<file path="config.mk">
export PLATFORM = sky130hd
export DESIGN_NAME = mem_arbiter
export DESIGN_NICKNAME = d
export VERILOG_FILES = /design/src/rtl/mem_arb_pkg.sv /design/src/rtl/mem_arb_counter.sv /design/src/rtl/mem_arbiter.sv
export SDC_FILE = /design/constraint.sdc
export NUM_CORES = 1
export LEC_CHECK = 0
export CAP_MARGIN = 20
export CORE_UTILIZATION = 33
export CTS_CLUSTER_SIZE = 12
export DETAILED_ROUTE_END_ITERATION = 8
export GPL_TIMING_DRIVEN = 0
export PLACE_DENSITY = 0.77
export SETUP_SLACK_MARGIN = 0.02
export SKIP_CTS_REPAIR_TIMING = 1
export SYNTH_ARGS = -nofsm -noshare
export SYNTH_HDL_FRONTEND = slang
export SYNTH_SLANG_ARGS = --single-unit
</file>
<file path="constraint.sdc">
create_clock -name clk -period 2.75 [get_ports clk]
set_clock_uncertainty 0.05 [all_clocks]
set_input_delay 0.6875 -clock clk [delete_from_list [all_inputs] [get_ports clk]]
set_output_delay 0.6875 -clock clk [all_outputs]
set_load 0.01 [all_outputs]
</file>
<file path="src/rtl/mem_arb_pkg.sv">
// Shared types and constants for the main-memory arbiter between the I-cache and D-cache.
package mem_arb_pkg;

  localparam int          WORDS_PER_BLOCK = 8;
  localparam int          WORD_IDX_W      = 3;
  localparam logic [15:0] BLOCK_MASK      = 16'hFFF0;

  typedef enum logic [1:0] {
    IDLE    = 2'd0,
    D_FILL  = 2'd1,
    I_FILL  = 2'd2,
    D_WRITE = 2'd3
  } state_e;

endpackage

</file>
<file path="src/rtl/mem_arb_counter.sv">
// Saturating word counter: counts up to LAST, then raises done and holds until cleared.
module mem_arb_counter #(
  parameter int W    = 3,
  parameter int LAST = 7
) (
  input  logic         clk_i,
  input  logic         rst_i,
  input  logic         clr_i,
  input  logic         inc_i,
  output logic [W-1:0] cnt_o,
  output logic         done_o
);

  localparam logic [W-1:0] LAST_C = W'(LAST);

  logic [W-1:0] cnt_q, cnt_d;
  logic         done_q, done_d;

  always_comb begin
    cnt_d  = cnt_q;
    done_d = done_q;
    if (clr_i) begin
      cnt_d  = '0;
      done_d = 1'b0;
    end else if (inc_i && !done_q) begin
      if (cnt_q == LAST_C) done_d = 1'b1;
      else                 cnt_d  = cnt_q + W'(1);
    end
  end

  always_ff @(posedge clk_i) begin
    if (rst_i) begin
      cnt_q  <= '0;
      done_q <= 1'b0;
    end else begin
      cnt_q  <= cnt_d;
      done_q <= done_d;
    end
  end

  assign cnt_o  = cnt_q;
  assign done_o = done_q;

endmodule

</file>
<file path="src/rtl/mem_arbiter.sv">
// Arbitrates the shared pipelined main memory between I-cache fills, D-cache fills
// and D-cache write-through stores; streams fill words back to the owning cache.
module mem_arbiter #(
  parameter int WORDS_PER_BLOCK = mem_arb_pkg::WORDS_PER_BLOCK,
  parameter int ADDR_W          = 16,
  parameter int DATA_W          = 16
) (
  input  logic                               clk,
  input  logic                               rst,
  input  logic                               i_req,
  input  logic [ADDR_W-1:0]                  i_addr,
  input  logic                               d_req,
  input  logic                               d_wr,
  input  logic [ADDR_W-1:0]                  d_addr,
  input  logic [DATA_W-1:0]                  d_wdata,
  output logic                               mem_en,
  output logic                               mem_wr,
  output logic [ADDR_W-1:0]                  mem_addr,
  output logic [DATA_W-1:0]                  mem_wdata,
  input  logic [DATA_W-1:0]                  mem_rdata,
  input  logic                               mem_valid,
  output logic [DATA_W-1:0]                  fill_data,
  output logic [mem_arb_pkg::WORD_IDX_W-1:0] fill_word,
  output logic                               i_fill_we,
  output logic                               d_fill_we,
  output logic                               i_done,
  output logic                               d_done,
  output logic                               busy
);

  import mem_arb_pkg::*;

  state_e                state_q, state_d;
  logic [ADDR_W-1:0]     base_q, base_d;
  logic                  last_d_q, last_d_d;
  logic [WORD_IDX_W-1:0] issue_cnt, recv_cnt;
  logic                  issue_done, recv_done;
  logic                  in_fill, issuing, accept, fill_last;

  assign in_fill   = (state_q == D_FILL) || (state_q == I_FILL);
  assign issuing   = in_fill && !issue_done;
  assign accept    = in_fill && mem_valid && !recv_done;
  assign fill_last = accept && (recv_cnt == WORD_IDX_W'(WORDS_PER_BLOCK - 1));

  mem_arb_counter #(.W(WORD_IDX_W), .LAST(WORDS_PER_BLOCK - 1)) u_issue_cnt (
    .clk_i (clk),
    .rst_i (rst),
    .clr_i (fill_last),
    .inc_i (issuing),
    .cnt_o (issue_cnt),
    .done_o(issue_done)
  );

  mem_arb_counter #(.W(WORD_IDX_W), .LAST(WORDS_PER_BLOCK - 1)) u_recv_cnt (
    .clk_i (clk),
    .rst_i (rst),
    .clr_i (fill_last),
    .inc_i (accept),
    .cnt_o (recv_cnt),
    .done_o(recv_done)
  );

  // Stores always win; last_d flips fill priority so neither cache starves.
  always_comb begin
    state_d  = state_q;
    base_d   = base_q;
    last_d_d = last_d_q;
    case (state_q)
      IDLE: begin
        if (d_req && d_wr) begin
          state_d = D_WRITE;
        end else if (d_req && !(last_d_q && i_req)) begin
          state_d  = D_FILL;
          base_d   = d_addr & ADDR_W'(BLOCK_MASK);
          last_d_d = 1'b1;
        end else if (i_req) begin
          state_d  = I_FILL;
          base_d   = i_addr & ADDR_W'(BLOCK_MASK);
          last_d_d = 1'b0;
        end
      end
      D_WRITE: state_d = IDLE;
      default: if (fill_last) state_d = IDLE;
    endcase
  end

  always_ff @(posedge clk) begin
    if (rst) begin
      state_q  <= IDLE;
      base_q   <= '0;
      last_d_q <= 1'b0;
    end else begin
      state_q  <= state_d;
      base_q   <= base_d;
      last_d_q <= last_d_d;
    end
  end

  always_comb begin
    mem_en    = issuing || (state_q == D_WRITE);
    mem_wr    = (state_q == D_WRITE);
    mem_addr  = '0;
    mem_wdata = '0;
    if (state_q == D_WRITE) begin
      mem_addr  = d_addr;
      mem_wdata = d_wdata;
    end else if (issuing) begin
      mem_addr = base_q + {{(ADDR_W - WORD_IDX_W - 1){1'b0}}, issue_cnt, 1'b0};
    end
  end

  assign fill_data = accept ? mem_rdata : '0;
  assign fill_word = accept ? recv_cnt  : '0;
  assign i_fill_we = accept && (state_q == I_FILL);
  assign d_fill_we = accept && (state_q == D_FILL);
  assign i_done    = fill_last && (state_q == I_FILL);
  assign d_done    = (fill_last && (state_q == D_FILL)) || (state_q == D_WRITE);
  assign busy      = (state_q != IDLE);

endmodule
</file>
==> impl_metrics.py <==
metrics = {
    "status": {
        "status": "complete, but fails checks",
        "violations": "negative setup slack",
    },
    "clock_network": {
        "clk_path_buf_depth": 2,
        "clkLatencyLatePin_ns": 0.26,
        "path_clk_slew_ns": 0.08,
        "htreeDepth": 1,
        "tritoncts": "built",
        "cts_root_buf": "clkbuf_8",
        "clock_sinks": 23,
        "cts_buffers": 3,
    },
    "timing": {
        "period_share_pct": 108.0,
        "finalHoldViolations": 0,
        "tns_ns": -1.270,
        "rsz0062_at_grt": "true",
        "fmax_mhz": 336.8,
        "worstMarginPinSlew_ns": 0.6008,
        "layout_setup_ws_ns": -0.2194,
        "period_minus_slack_ns": 2.969,
        "finalSetupViolCount": 6,
        "whs_ns": 0.4267,
        "max_slew_margin_pct": 59.95,
        "slew_violations": 0,
    },
    "flow_run": {
        "drv_cap": 0,
    },
    "synthesis": {
        "syn_area_per_cell_um2": 7.978,
        "synth.top_cells.by_count": "and2_1, nand2_1, dfxtp_1",
        "syn-cell-area_mm2": 0.001612,
        "synth_nets": 280,
        "synth_most_common_cell": "and2_1",
        "synth_top_area_share_pct": 28.57,
        "synth_cells": 202,
        "synth_seq_cells": 23,
        "yosysTopAreaCell": "dfxtp_1",
        "yosysUniqueCellTypes": 32,
        "yosys-top-cells-area": "dfxtp_1, and2_1, a22o_1, nand2_1, a311oi_2",
        "ys_warn_count": 0,
        "synth_seq_area_share_pct": 28.57,
        "synth_edf_count": 0,
        "postSynth.asyncResetShare_pct": 0,
        "synthFlopType": "dfxtp_1",
    },
    "final_layout": {
        "nNetsFinal": 414,
        "num_antenna_cells": 0,
        "areaGrowthSynthToFinish_pct": 96.58,
        "fin_cells": 402,
        "multiInputGateArea_mm2": 0.001097,
        "n_fill_cell": 394,
        "drive_above_1_share_pct": 12.24,
        "regArea_um2": 465.4,
    },
    "grt": {
        "grt_overflow_total": 0,
        "grt_antenna_before_repair": 0,
        "grt_pass1_wl_um": 7507,
        "grt_max_degree": 14,
        "grt_usage_pct": 18.08,
        "grt_pass1_vias": 1651,
    },
    "detailed_routing": {
        "avgViaCountPerCell": 4.876,
        "wire_per_inst_um": 12.39,
        "ant_nets": 0,
        "wl_um": 4982,
        "vias": 1960,
        "drtIter0Drc": 85,
        "first_pass_iters": 4,
        "drc": 0,
    },
    "critical_path": {
        "worst-path-buf-inv": 3,
        "slowest_stage": "clkdlybuf4s50_1",
        "critPathArrivalTime_ns": 2.23,
        "path_delay_family": "buffers and inverters",
        "cp.required_ns": 2.01,
        "startpoint_type": "input port",
        "cp-end-kind": "output pin",
        "path_cells": "clkdlybuf4s50_1, and3b_2, buf_4, and2_1, clkdlybuf4s50_1",
        "cp_max_fo": 10,
        "critical_path_class": "in2out",
        "crit_path_frequent_cell": "clkdlybuf4s50_1",
        "slowest_delay_ns": 0.53,
    },
    "pwr": {
        "p_per_area_mw_per_mm2": 428.4,
        "p_leak_nw": 1.776,
        "irDropWorstVdd_mv": 0.3333,
        "power.total_mw": 1.357,
    },
    "place": {
        "finalWeightedCongestion": 0.7822,
        "portBuffers": 123,
        "dp_hpwl_um": 3895,
        "dp_cells": 392,
    },
    "floorplanning": {
        "io_pins": 128,
        "fp.coreArea_mm2": 0.004723,
        "die_y_um": 71.88,
        "dieWidth_um": 71.88,
        "initial_core_util_pct": 34.12,
        "dieArea_mm2": 0.005167,
        "num_rows": 25,
    },
    "hold_path": {
        "holdCritPathClass": "reg2reg",
    },
}
worst reg2reg max path: stages, from the launching register on:
cell and delay (ns):
dfxtp_2 0.37, inv_1 0.09, ha_4 0.30, and3b_2 0.25, buf_4 0.13, nand2_1 0.07
nand2b_1 0.18, o21ai_0 0.11
layer usage:
metal	global-route usage (%)	share of wire, %	vias up
met5	0	0	-
met4	4.575	1.0	0
met3	5.767	10	6
met2	31.55	47	100
met1	21.43	42	887
li1	-	-	967
path summary, 6_finish.rpt:
| kind | to | slack (ns) | cells after the start | startpoint |
|---|---|---|---|---|
| max | fill_data[14] | -0.22 | 5 | mem_valid |
| min | u_recv_cnt.cnt_o[1] | 0.43 | 2 | u_recv_cnt.cnt_o[1] |
| max reg2reg | state_q[1] | 1.09 | 7 | state_q[1] |
| min reg2reg | u_recv_cnt.cnt_o[1] | 0.43 | 2 | u_recv_cnt.cnt_o[1] |
power breakdown:
group          switching [mW]  internal [mW]  total (mW)
clock                   0.110          0.101       0.211
combinational           0.312          0.415       0.727
sequential             0.0366          0.382       0.419
total                   0.459          0.898        1.36
layout by cell type, fill, tap and decap left out, drive strengths merged, types with 3 or more instances in the layout:
| master | Yosys | routed |
|---|---|---|
| nand2 | 34 | 34 |
| nand3b | 3 | 3 |
| nor2 | 22 | 22 |
| nand2b | 7 | 7 |
| inv | 3 | 3 |
| o21ai | 4 | 4 |
| dfxtp | 23 | 23 |
| a21oi | 7 | 7 |
| a311oi | 12 | 12 |
| clkdlybuf4s50 | 0 | 91 |
| buf | 7 | 17 |
| a22o | 15 | 15 |
| and2 | 39 | 39 |
| clkbuf | 7 | 6 |
| ha | 8 | 8 |
| dlymetal6s2s | 0 | 32 |
metrics by stage:
stage / util (%) / setup WS, ns / instance area, um^2
2_1_floorplan: - / 0.5060 / 1612
4_1_cts: 62.94 / -0.5834 / 2973
5_1_grt: 67.07 / -0.2842 / 3168
3_3_place_gp: 61.96 / -0.5576 / 2927
3_5_place_dp: 61.96 / -0.5541 / 2927
6_report: 67.07 / -0.2194 / 3168
registers in the layout, summed over array words and instances (netlist names):
| register | cells |
|---|---|
| last_d_q | 1 |
| base_q | 12 |
| u_issue_cnt.done_o | 1 |
| u_recv_cnt.done_o | 1 |
| u_issue_cnt.cnt_o | 3 |
| u_recv_cnt.cnt_o | 3 |
| state_q | 2 |
cells by family after synthesis:
group                    share of synthesized area [%]
buffers and inverters                            5.124
XOR/XNOR                                        0.5436
adder cells (fa/ha/maj)                          6.211
AND/OR/NAND/NOR                                  34.55
AO/OA/AOI/OAI                                    25.00
flip-flops                                       28.57
area by class of cell:
| cell class | instances | area share, % |
|---|---|---|
| clock inverters | 1 | 0.1580 |
| multi-input cells | 162 | 34.64 |
| flip-flops and latches | 23 | 14.69 |
| repair buffers | 130 | 43.17 |
| clock buffers | 3 | 1.303 |
| inverters | 3 | 0.3555 |
| plain buffers | 13 | 3.041 |
| well taps | 67 | 2.646 |
No activity file was read; power rests on OpenSTA's default activity.
